===== config.mk =====
export PLATFORM = sky130hd
export DESIGN_NAME = alu_scheduler
export DESIGN_NICKNAME = d
export VERILOG_FILES = /design/src/rtl/alu_pkg.sv /design/src/rtl/alu_core.sv /design/src/rtl/alu_scheduler.sv
export SDC_FILE = /design/constraint.sdc
export NUM_CORES = 1
export LEC_CHECK = 0
export ABC_CLOCK_PERIOD_IN_PS = 2800
export BUFFER_PORTS_ARGS = -buffer_cell sky130_fd_sc_hd__buf_2
export CORE_MARGIN = 2
export CORE_UTILIZATION = 50
export CTS_BUF_LIST = sky130_fd_sc_hd__clkbuf_4 sky130_fd_sc_hd__clkbuf_8
export DETAILED_ROUTE_END_ITERATION = 16
export GPL_ROUTABILITY_DRIVEN = 0
export PLACE_DENSITY = 0.72
export SYNTH_ARGS = -nofsm -noshare
export SYNTH_HDL_FRONTEND = slang
export SYNTH_SLANG_ARGS = --single-unit

===== constraint.sdc =====
create_clock -name clock -period 2.8 [get_ports clock]
set_clock_uncertainty 0.05 [all_clocks]
set_input_delay 0 -clock clock [delete_from_list [all_inputs] [get_ports clock]]
set_output_delay 0 -clock clock [all_outputs]
set_load 0.01 [all_outputs]

===== src/rtl/alu_pkg.sv =====
// Shared definitions for the ALU scheduler: op codes, FSM states and fixed result patterns.
package alu_pkg;

    localparam logic [2:0] OP_ADD     = 3'd0;
    localparam logic [2:0] OP_ADD_ALT = 3'd1;
    localparam logic [2:0] OP_XOR_OR  = 3'd2;
    localparam logic [2:0] OP_ANY     = 3'd3;
    localparam logic [2:0] OP_ALL     = 3'd4;
    localparam logic [2:0] OP_SHL     = 3'd5;
    localparam logic [2:0] OP_MUL     = 3'd6;
    localparam logic [2:0] OP_ZERO    = 3'd7;

    localparam logic [7:0] RES_ANY = 8'h81;
    localparam logic [7:0] RES_ALL = 8'h7E;

    typedef enum logic [1:0] {
        IDLE = 2'd0,
        EXEC = 2'd1,
        RESP = 2'd2
    } state_t;

endpackage


===== src/rtl/alu_core.sv =====
// Single-cycle combinational ALU for every op except multiply, which the scheduler sequences.
module alu_core
    import alu_pkg::*;
(
    input  logic [2:0] op,
    input  logic [3:0] a,
    input  logic [3:0] b,
    output logic [7:0] result
);

    logic [3:0] shl;

    always_comb begin
        shl    = b << a;
        result = 8'h00;
        case (op)
            OP_ADD, OP_ADD_ALT: result = {3'b000, {1'b0, a} + {1'b0, b}};
            OP_XOR_OR:          result = {a ^ b, a | b};
            OP_ANY:             result = (|{a, b}) ? RES_ANY : 8'h00;
            OP_ALL:             result = (&{a, b}) ? RES_ALL : 8'h00;
            OP_SHL:             result = {4'h0, shl};
            OP_ZERO:            result = 8'h00;
            default:            result = 8'h00;
        endcase
    end

endmodule


===== src/rtl/alu_scheduler.sv =====
// Two-requester round-robin front end for a small ALU with a 4-cycle shift-add multiplier
// and a valid/ready response port.
module alu_scheduler
    import alu_pkg::*;
(
    input  logic       clock,
    input  logic       reset,
    input  logic       req0_valid,
    output logic       req0_ready,
    input  logic [2:0] req0_op,
    input  logic [3:0] req0_a,
    input  logic [3:0] req0_b,
    input  logic       req1_valid,
    output logic       req1_ready,
    input  logic [2:0] req1_op,
    input  logic [3:0] req1_a,
    input  logic [3:0] req1_b,
    output logic       resp_valid,
    input  logic       resp_ready,
    output logic [7:0] resp_data,
    output logic       resp_id,
    output logic       busy,
    output logic [7:0] done_count
);

    state_t     state_reg, state_next;
    logic       prio_reg;
    logic [2:0] op_reg;
    logic [3:0] a_reg, b_reg;
    logic       id_reg;
    logic [1:0] cnt_reg;
    logic [7:0] acc_reg;
    logic       resp_valid_reg;
    logic [7:0] resp_data_reg;
    logic [7:0] done_count_reg;

    logic       grant0, grant1, accept, exec_last, handshake;
    logic [7:0] core_result, mul_term, mul_sum;

    alu_core u_core (
        .op     (op_reg),
        .a      (a_reg),
        .b      (b_reg),
        .result (core_result)
    );

    // prio_reg names the requester that wins when both are valid
    assign grant0     = req0_valid && (!req1_valid || !prio_reg);
    assign grant1     = req1_valid && (!req0_valid || prio_reg);
    assign req0_ready = !reset && (state_reg == IDLE) && grant0;
    assign req1_ready = !reset && (state_reg == IDLE) && grant1;
    assign accept     = (req0_ready && req0_valid) || (req1_ready && req1_valid);

    assign exec_last  = (op_reg != OP_MUL) || (cnt_reg == 2'd3);
    assign handshake  = resp_valid_reg && resp_ready;
    assign mul_term   = b_reg[cnt_reg] ? ({4'h0, a_reg} << cnt_reg) : 8'h00;
    assign mul_sum    = acc_reg + mul_term;

    always_ff @(posedge clock or posedge reset) begin
        if (reset) state_reg <= IDLE;
        else       state_reg <= state_next;
    end

    always_comb begin
        state_next = state_reg;
        case (state_reg)
            IDLE:    if (accept)    state_next = EXEC;
            EXEC:    if (exec_last) state_next = RESP;
            RESP:    if (handshake) state_next = IDLE;
            default: state_next = IDLE;
        endcase
    end

    always_ff @(posedge clock or posedge reset) begin
        if (reset) begin
            prio_reg       <= 1'b0;
            op_reg         <= 3'd0;
            a_reg          <= 4'd0;
            b_reg          <= 4'd0;
            id_reg         <= 1'b0;
            cnt_reg        <= 2'd0;
            acc_reg        <= 8'd0;
            resp_valid_reg <= 1'b0;
            resp_data_reg  <= 8'd0;
            done_count_reg <= 8'd0;
        end else begin
            case (state_reg)
                IDLE: begin
                    if (accept) begin
                        op_reg   <= grant1 ? req1_op : req0_op;
                        a_reg    <= grant1 ? req1_a  : req0_a;
                        b_reg    <= grant1 ? req1_b  : req0_b;
                        id_reg   <= grant1;
                        prio_reg <= !grant1;
                        cnt_reg  <= 2'd0;
                        acc_reg  <= 8'd0;
                    end
                end
                EXEC: begin
                    if (op_reg == OP_MUL) begin
                        acc_reg <= mul_sum;
                        cnt_reg <= cnt_reg + 2'd1;
                    end
                    if (exec_last)
                        resp_data_reg <= (op_reg == OP_MUL) ? mul_sum : core_result;
                end
                RESP: begin
                    // first RESP cycle presents the latched result; valid then holds until taken
                    if (!resp_valid_reg) begin
                        resp_valid_reg <= 1'b1;
                    end else if (resp_ready) begin
                        resp_valid_reg <= 1'b0;
                        done_count_reg <= done_count_reg + 8'd1;
                    end
                end
                default: ;
            endcase
        end
    end

    assign resp_valid = resp_valid_reg;
    assign resp_data  = resp_data_reg;
    assign resp_id    = id_reg;
    assign busy       = (state_reg != IDLE);
    assign done_count = done_count_reg;

endmodule


==> results of run 1 <==
cell families after synthesis:
kind of cell	share of synthesized area (%)
AOI/OAI and AO/OA	18.3
adders and majority gates	9.48
buffers and inverters	4.38
xor gates and xnor gates	4.07
and+or+nand+nor	22.1
muxes	4.07
DFF	37.6
critical path: cells and delay by family (launching register included):
kind / cells / cell delay (ps)
mux: 1 / 300
flops: 1 / 480
fa+ha+maj: 1 / 330
simple gates: 2 / 270
compound gates: 5 / 1120
cells in the final DEF, fill, tap and decap left out, types with 4 or more instances in the layout:
| master | instances |
|---|---|
| a211oi_1 | 4 |
| a21oi_1 | 12 |
| a22oi_1 | 7 |
| buf_2 | 47 |
| buf_4 | 12 |
| clkbuf_8 | 5 |
| dfrtp_1 | 41 |
| dlygate4sd3_1 | 24 |
| ha_1 | 18 |
| inv_1 | 14 |
| mux2i_1 | 8 |
| nand2_1 | 46 |
| nand3_1 | 16 |
| nor2_1 | 22 |
| nor3_1 | 9 |
| o21ai_0 | 11 |
| o21ai_1 | 14 |
| o22a_1 | 4 |
| xnor2_1 | 8 |
| xor2_1 | 5 |
repair_timing:
action,CTS,global route
gates resized for setup,0,2
hold endpoints to repair,55,0
setup endpoints to repair,0,2
buffers inserted,0,0
hold buffers,24,0
worst paths after layout:
check,startpoint,endpoint
worst max-delay path,cnt_reg[1]$_DFFE_PP0P_,resp_data[6]$_DFFE_PP0P_
worst min-delay path,req1_valid,resp_id$_DFFE_PP0P_
worst max register to register,cnt_reg[1]$_DFFE_PP0P_,resp_data[6]$_DFFE_PP0P_
worst min register to register,done_count[7]$_DFFE_PP0P_,done_count[7]$_DFFE_PP0P_
max in group asynchronous,reset,cnt_reg[1]$_DFFE_PP0P_
min in group asynchronous,reset,resp_data[1]$_DFFE_PP0P_
power breakdown:
part           leakage (nW)  switching [mW]  internal, mW  total (mW)
registers             0.537           0.200         0.805        1.00
logic                  1.11           0.939         0.715        1.65
clock network        0.0486           0.216         0.186       0.402
total                  1.69            1.35          1.71        3.06
synthesized netlist by cell type (all sizes together), types with 2 or more instances:
cell	instances	area share, %
nor2	22	3.0
nor3	10	2.2
a21oi	12	2.1
o22ai	3	0.67
nand2b	3	0.67
a21o	3	0.80
o21a	3	0.80
nor4	4	1.4
ha	18	8.1
nand2	46	6.2
o31ai	2	0.54
or3	2	0.45
mux2i	8	2.9
xnor2	8	2.5
inv	16	2.1
nand4b	2	1.2
nand4	3	0.67
a211oi	4	1.1
o22a	4	1.3
o21ai	28	5.4
xor2	5	1.6
nand3	16	2.9
clkbuf	5	0.67
a211o	2	0.63
nand3b	3	0.80
and2	3	0.67
a22oi	7	1.9
o2bb2ai	2	0.63
a31oi	2	0.45
buf	7	1.6
nor2b	2	0.45
dfrtp	42	38
fa	2	1.4
final cells by class:
class	count	share of cell area [%]
clock buffers	6	2.19
clock inverters	2	0.394
inverters	16	1.72
multi-input cells	241	46.8
flip-flops and latches	42	30.2
well taps	72	2.58
repair buffers	83	16.2
per-layer routing:
| layer | routed length (um) | GRT usage, % | vias to the layer above |
|---|---|---|---|
| met4 | 121 | 7.72 | 0 |
| met2 | 3550 | 42.3 | 81 |
| li1 | - | - | 1267 |
| met1 | 3020 | 32.0 | 1237 |
| met3 | 326 | 3.07 | 11 |
| met5 | 0 | 0 | - |
stage by stage:
stage	setup WS (ps)	instance area, um2	cells	total power [mW]	hold slack (ps)
CTS	151	3480	462	3.05	111
detailed placement	171	3150	430	2.59	178
floorplan	190	2800	311	2.10	-8.05
finish	184	3490	462	3.06	128
global route	8.76	3490	462	3.30	160
global placement	245	3150	430	2.54	171
==> impl_metrics.json, run 1 <==
{
  "final_nets": 436,
  "register_area_mm2": 0.00105,
  "cts_sinks": 42,
  "initial_utilization_pct": 51.4,
  "worst_slew_pin_slew_ps": 1120,
  "overflow": 0,
  "final-setup-viol-count": 0,
  "dr.pass1.iters": 4,
  "cts_root_buffer": "clkbuf_8",
  "rrSetupSlack_ps": 180,
  "area_delta_synth_final_pct": 24.7,
  "antenna_found_initial": 0,
  "maxCapViolations": 0,
  "critPathRequiredTime_ps": 2990,
  "post-route-period-util_pct": 93.4,
  "grt_pass1_vias": 2480,
  "ys.flop_type": "dfrtp_1",
  "die_w_um": 78.8,
  "cp_slowest_cell": "dfrtp_2",
  "critPathKind": "register to register",
  "min_period_ps": 2620,
  "wl_per_cell_um": 15.2,
  "grt_pass1_wl_um": 12000,
  "rsz0062_at_grt": "false",
  "worstPathCellList": "mux2i_1, o22ai_1, and2_1, ha_1, a211oi_1, nor2_1, o311a_1, o21ai_1, o21a_1",
  "io_pins": 48,
  "ant_nets": 0,
  "placementRows": 27,
  "die_h_um": 78.8,
  "synthesis.area_mm2": 0.00280,
  "hp-class": "input port to register",
  "relSlewSlack_pct": 25.4,
  "drt-total-wl_um": 7010,
  "gr-usage-all-layers_pct": 24.5,
  "synth_nets": 358,
  "drive_gt1_share_pct": 20.5,
  "hold-path-cell-count": 4,
  "vias": 2596,
  "peakVddDrop_uv": 450,
  "dieArea_mm2": 0.00621,
  "power_density_mw_per_mm2": 877,
  "path_max_fanout": 12,
  "leakagePower_nw": 1.69,
  "max_freq_ghz": 0.382,
  "clockBufferDepth": 2,
  "n_antenna_cell": 0,
  "synth.yosys.warnings": 0,
  "critPathArrivalTime_ps": 2810,
  "fp.coreArea_mm2": 0.00544,
  "via_per_inst": 5.62,
  "slew_violations": 0,
  "h-tree-depth": 2,
  "worst_r2r_path_depth": 9,
  "ys_ff_latch": 42,
  "outcome": "finished, final reports clean",
  "path_clk_slew_ps": 90,
  "synthCells": 311,
  "dp_hpwl_um": 4850,
  "hold_viol_final": 0,
  "fillers": 440,
  "crit_path_end_kind": "register",
  "cts_buffers": 5,
  "ys_seq_area_share_pct": 37.6,
  "syn_avg_cell_area_um2": 9.00,
  "startpoint_type": "register",
  "portBuffers": 47,
  "clock_latency_ps": 290,
  "grt_max_degree": 43,
  "slowest_delay_ps": 480,
  "async_flop_share_pct": 100,
  "setup_tns_ps": 0,
  "route.detailed.drc": 0,
  "drt-initial-drc-count": 209,
  "synth.distinct_cells": 53,
  "synth-edff-count": 0,
  "cts_tree": "done",
  "multi_input_area_mm2": 0.00163,
  "final_core_util_pct": 64.2
}
Power figures use the tool's default switching activity.
==> run 2: changes to the inputs <==
--- a/config.mk
+++ b/config.mk
@@ -6,13 +6,15 @@
 export NUM_CORES = 1
 export LEC_CHECK = 0
 export ABC_CLOCK_PERIOD_IN_PS = 2800
-export BUFFER_PORTS_ARGS = -buffer_cell sky130_fd_sc_hd__buf_2
 export CORE_MARGIN = 2
 export CORE_UTILIZATION = 50
 export CTS_BUF_LIST = sky130_fd_sc_hd__clkbuf_4 sky130_fd_sc_hd__clkbuf_8
+export CTS_CLUSTER_DIAMETER = 40
 export DETAILED_ROUTE_END_ITERATION = 16
+export DONT_BUFFER_PORTS = 1
 export GPL_ROUTABILITY_DRIVEN = 0
-export PLACE_DENSITY = 0.72
+export PLACE_DENSITY = 0.65
+export SETUP_SLACK_MARGIN = 0.5
 export SYNTH_ARGS = -nofsm -noshare
 export SYNTH_HDL_FRONTEND = slang
 export SYNTH_SLANG_ARGS = --single-unit
==> impl_metrics.json, run 2 (synthesis gave the netlist of run 1 again) <==
{
  "outcome": "finished, final reports clean",
  "path_max_fanout": 4,
  "holdWs_ps": 16.5,
  "dpl_cell_area_mm2": 0.00294,
  "layout_setup_ws_ps": 332,
  "cts_root_buffer": "clkbuf_8",
  "cts_buffers": 5,
  "finalNonFillerCells": 422,
  "drt-initial-drc-count": 156,
  "grt_pass1_vias": 2355,
  "initial_utilization_pct": 51.4,
  "rrSetupSlack_ps": 330,
  "min_period_ps": 2470,
  "final-setup-viol-count": 0,
  "die_w_um": 78.8,
  "via_per_inst": 5.77,
  "clock_latency_ps": 300,
  "startpoint_type": "register",
  "hp-start": "req0_valid",
  "crit_path_end_kind": "register",
  "whs_endpoint": "prio_reg$_DFFE_PP0P_",
  "cts_tree": "done",
  "final_cell_mix": "46 x nand2_1, 39 x dfrtp_1, 25 x dlygate4sd3_1",
  "maxCapViolations": 0,
  "drt-total-wl_um": 6930,
  "die_h_um": 78.8,
  "cts_sinks": 42,
  "worst_r2r_path_depth": 8,
  "final_nets": 396,
  "hold-path-cell-count": 4,
  "dp.cells": 380,
  "postLayoutCellArea_mm2": 0.00343,
  "worstPathCellList": "mux4_2, o211a_1, ha_4, o21ai_2, or4b_4, o41ai_4, o21ai_1, a31oi_1",
  "worst_slew_pin_slew_ps": 1110,
  "cp_slowest_cell": "mux4_2",
  "fp.coreArea_mm2": 0.00544,
  "worst_path_dominant_cell_family": "compound AO/OA/AOI/OAI gates",
  "hold_viol_final": 0,
  "slowest_delay_ps": 540,
  "path_clk_slew_ps": 90,
  "peakVddDrop_uv": 509,
  "r2r-start": "cnt_reg[0]$_DFFE_PP0P_",
  "slew_violations": 0,
  "post-route-period-util_pct": 88.1,
  "cp.buffers_inverters": 0,
  "route.detailed.drc": 0,
  "rsz0062_at_grt": "true",
  "grt_max_degree": 28,
  "portBuffers": 0,
  "hp-class": "input port to register",
  "overflow": 0,
  "rr_endpoint": "resp_data[5]$_DFFE_PP0P_",
  "drive_gt1_share_pct": 16.0,
  "io_pins": 48,
  "n_antenna_cell": 0,
  "dp_slack_ps": 260,
  "dieArea_mm2": 0.00621,
  "wl_per_cell_um": 16.4,
  "gr-usage-all-layers_pct": 23.5,
  "antenna_found_initial": 0,
  "placementRows": 27,
  "grt_pass1_wl_um": 11300,
  "critPathArrivalTime_ps": 2640,
  "critPathKind": "register to register",
  "dr.pass1.iters": 4,
  "setup_tns_ps": 0,
  "clockBufferDepth": 2,
  "leakagePower_nw": 1.55,
  "dp_hpwl_um": 4800,
  "critPathRequiredTime_ps": 2980,
  "vias": 2437,
  "ant_nets": 0,
  "fillers": 430,
  "h-tree-depth": 2,
  "relSlewSlack_pct": 26.1,
  "max_freq_ghz": 0.405,
  "power_density_mw_per_mm2": 882,
  "area_delta_synth_final_pct": 22.8,
  "final_common_cell": "nand2_1"
}
## run 2: cell count changes in the layout (fill, tap and decap cells not counted), moves of 3 or more
cell     before  now
o21ai_2       3    7
buf_2        47    0
ha_4          0    3
o21ai_0      11    7
buf_4        12   17
ha_1         18   14
## run 2: cell type report
cell class | count | area, um2 | area share, %
clock buffer | 5 | 68.8 | 2.00
clock inverter | 3 | 27.5 | 0.801
inverter | 16 | 60.1 | 1.75
multi-input combinational | 241 | 1740 | 50.8
sequential | 42 | 1050 | 30.7
tap | 72 | 90.1 | 2.62
timing repair buffer | 43 | 389 | 11.3
## run 2: worst min-delay path: cells and delay by family
family / cells / cell delay (ps)
AO/OA/AOI/OAI: 2 / 160
buffers and inverters: 2 / 160
## run 2: worst max-delay path by stage
| stage | slack, ps | endpoint | start | cells after the start |
|---|---|---|---|---|
| 6_report | 330 | resp_data[5]$_DFFE_PP0P_ | cnt_reg[0]$_DFFE_PP0P_ | 8 |
| 5_1_grt | 240 | resp_data[5]$_DFFE_PP0P_ | cnt_reg[0]$_DFFE_PP0P_ | 8 |
| 3_3_place_gp | 300 | resp_data[6]$_DFFE_PP0P_ | b_reg[2]$_DFFE_PP0P_ | 8 |
| 3_5_place_dp | 260 | resp_data[6]$_DFFE_PP0P_ | b_reg[0]$_DFFE_PP0P_ | 8 |
| 2_1_floorplan | 360 | resp_data[6]$_DFFE_PP0P_ | b_reg[1]$_DFFE_PP0P_ | 9 |
| 4_1_cts | 360 | resp_data[6]$_DFFE_PP0P_ | b_reg[2]$_DFFE_PP0P_ | 8 |
## run 2: report_power, final
group / switching [mW] / internal, mW
clock: 0.242 / 0.185
combinational: 0.854 / 0.681
sequential: 0.262 / 0.807
## run 2: timing repair
item | in CTS | in global routing
endpoints found under the hold margin | 41 | 0
hold buffers | 25 | 0
endpoints found under the setup margin | 10 | 11
pin swaps | 2 | 8
resized for setup | 7 | 12
gates cloned | 0 | 0
buffers inserted | 6 | 3
## run 2: metrics by stage
step	utilization, %	power (mW)
2_1_floorplan	-	2.15
3_3_place_gp	54.1	2.46
3_5_place_dp	54.1	2.48
4_1_cts	61.6	3.00
5_1_grt	63.1	3.28
6_report	63.1	3.03
## run 2: routing by layer
| metal | up-vias | part of all wire (%) | global-route usage [%] |
|---|---|---|---|
| met5 | - | 0 | 0 |
| met4 | 0 | 1.7 | 7.54 |
| met3 | 11 | 5.3 | 5.23 |
| met2 | 69 | 49 | 39.3 |
| met1 | 1168 | 44 | 30.2 |
| li1 | 1189 | - | - |
==> run 3: changes to the inputs <==
--- a/config.mk
+++ b/config.mk
@@ -7,13 +7,13 @@
 export LEC_CHECK = 0
 export ABC_CLOCK_PERIOD_IN_PS = 2800
 export CORE_MARGIN = 2
-export CORE_UTILIZATION = 50
+export CORE_UTILIZATION = 45
 export CTS_BUF_LIST = sky130_fd_sc_hd__clkbuf_4 sky130_fd_sc_hd__clkbuf_8
 export CTS_CLUSTER_DIAMETER = 40
 export DETAILED_ROUTE_END_ITERATION = 16
 export DONT_BUFFER_PORTS = 1
 export GPL_ROUTABILITY_DRIVEN = 0
-export PLACE_DENSITY = 0.65
+export PLACE_DENSITY = 0.59
 export SETUP_SLACK_MARGIN = 0.5
 export SYNTH_ARGS = -nofsm -noshare
 export SYNTH_HDL_FRONTEND = slang
==> impl_metrics.json, run 3 (synthesis gave the netlist of run 1 again) <==
{
  "outcome": "finished, final reports clean",
  "rsz0062_at_grt": "true",
  "die_w_um": 82.9,
  "final_cell_mix": "46 x nand2_1, 38 x dfrtp_1, 25 x dlygate4sd3_1",
  "cts_buffers": 5,
  "gr-usage-all-layers_pct": 23.0,
  "final_nets": 399,
  "startpoint_type": "register",
  "wl_per_cell_um": 17.0,
  "leakagePower_nw": 1.54,
  "cts_sinks": 42,
  "maxCapViolations": 0,
  "crit_start": "cnt_reg[0]$_DFFE_PP0P_",
  "drt-total-wl_um": 7290,
  "overflow": 0,
  "power_density_mw_per_mm2": 895,
  "area_delta_synth_final_pct": 24.2,
  "critPathArrivalTime_ps": 2640,
  "path_clk_slew_ps": 100,
  "path_max_fanout": 5,
  "cp_slowest_cell": "mux4_2",
  "cts_root_buffer": "clkbuf_8",
  "portBuffers": 0,
  "clockBufferDepth": 2,
  "final_common_cell": "nand2_1",
  "hold_viol_final": 0,
  "hp-class": "input port to register",
  "clock_latency_ps": 300,
  "setup_tns_ps": 0,
  "worstPathCellList": "mux4_2, and2_4, ha_4, o21ai_2, or4b_1, o41ai_2, o21ai_1, a31oi_1",
  "antenna_found_initial": 0,
  "ant_nets": 0,
  "critPathRequiredTime_ps": 2980,
  "vias": 2470,
  "slowest_delay_ps": 540,
  "h-tree-depth": 2,
  "cts_tree": "done",
  "route.detailed.drc": 0,
  "grt_pass1_vias": 2590,
  "final-setup-viol-count": 0,
  "worst_slew_pin_slew_ps": 1160,
  "slew_violations": 0,
  "dp_hpwl_um": 5080,
  "min_period_ps": 2460,
  "peakVddDrop_uv": 470,
  "n_antenna_cell": 0,
  "grt_max_degree": 29,
  "max_freq_ghz": 0.407,
  "drt-initial-drc-count": 156,
  "drive_gt1_share_pct": 19.3,
  "r2r-start": "cnt_reg[0]$_DFFE_PP0P_",
  "dr.pass1.iters": 4,
  "holdWs_ps": 26.4,
  "crit_path_end_kind": "register",
  "via_per_inst": 5.77,
  "crit_path_end": "resp_data[5]$_DFFE_PP0P_",
  "io_pins": 48,
  "fillers": 547,
  "fp.coreArea_mm2": 0.00596,
  "relSlewSlack_pct": 23.0,
  "rr_endpoint": "resp_data[5]$_DFFE_PP0P_",
  "fin_total_pwr_mw": 3.11,
  "initial_utilization_pct": 47.0,
  "dieArea_mm2": 0.00686,
  "worst_r2r_path_depth": 8,
  "placementRows": 28,
  "rrSetupSlack_ps": 340,
  "die_h_um": 82.9,
  "grt_pass1_wl_um": 12800,
  "critPathKind": "register to register",
  "post-route-period-util_pct": 87.7
}
==> run 3: changes by cell type in the layout (fill, tap and decap cells not counted), moves of 2 or more <==
cell / delta
buf_4: +4
inv_1: -3
inv_2: +2
o21ai_1: -2
==> run 3: worst min-delay path by stage <==
stage | from | end | depth (start not counted)
2_1_floorplan | reset | req1_ready | 1
3_3_place_gp | reset | prio_reg$_DFFE_PP0P_ | 1
3_5_place_dp | reset | prio_reg$_DFFE_PP0P_ | 1
4_1_cts | req0_valid | prio_reg$_DFFE_PP0P_ | 4
5_1_grt | req0_valid | prio_reg$_DFFE_PP0P_ | 4
6_report | req0_valid | prio_reg$_DFFE_PP0P_ | 4
==> run 3: report_power, final <==
part           switching [mW]  internal, mW  leakage, nW  total [mW]
Sequential              0.276         0.808        0.533        1.08
Combinational           0.882         0.722        0.969        1.60
Clock                   0.244         0.179       0.0408       0.423
Total                    1.40          1.71         1.54        3.11
==> run 3: metal layers <==
| metal | vias up | track usage (%) | part of all wire (%) |
|---|---|---|---|
| met3 | 9 | 4.97 | 4.9 |
| met4 | 0 | 5.22 | 1.1 |
| met1 | 1208 | 29.1 | 43 |
| met5 | - | 0 | 0 |
| met2 | 61 | 40.1 | 51 |
| li1 | 1192 | - | - |
==> run 3: area by class of cell <==
class                   instances  area (um2)  share of cell area, %
inverters                      16        60.1                   1.73
multi-input cells             241        1770                   50.8
clock buffers                   5        68.8                   1.98
repair buffers                 46         408                   11.7
flip-flops and latches         42        1060                   30.4
well taps                      75        93.8                   2.70
clock inverters                 3        23.8                  0.684
==> run 3: repair_timing <==
action                     CTS  global route
hold endpoints to repair    38             0
setup buffers               11             2
resized for setup           11            14
setup endpoints to repair   11            11
hold buffers                25             0
pin swaps                   15            16
==> run 3: per-stage QoR <==
| step | cell area, um2 | std cells | worst slack [ps] | utilization, % |
|---|---|---|---|---|
| final | 3480 | 428 | 343 | 58.4 |
| after global routing | 3480 | 428 | 235 | 58.4 |
| after floorplan | 2860 | 311 | 360 | - |
| after detailed placement | 2940 | 382 | 239 | 49.3 |
| after global placement | 2940 | 382 | 280 | 49.3 |
| after CTS | 3390 | 426 | 375 | 57.0 |
==> run 3: critical path, delay by kind of cell, from the launching register on <==
kind                     cells  cell delay [ps]
flip-flops                   1              420
AND/OR/NAND/NOR              2              670
adder cells (fa/ha/maj)      1              290
AO/OA/AOI/OAI                4              430
multiplexers                 1              540
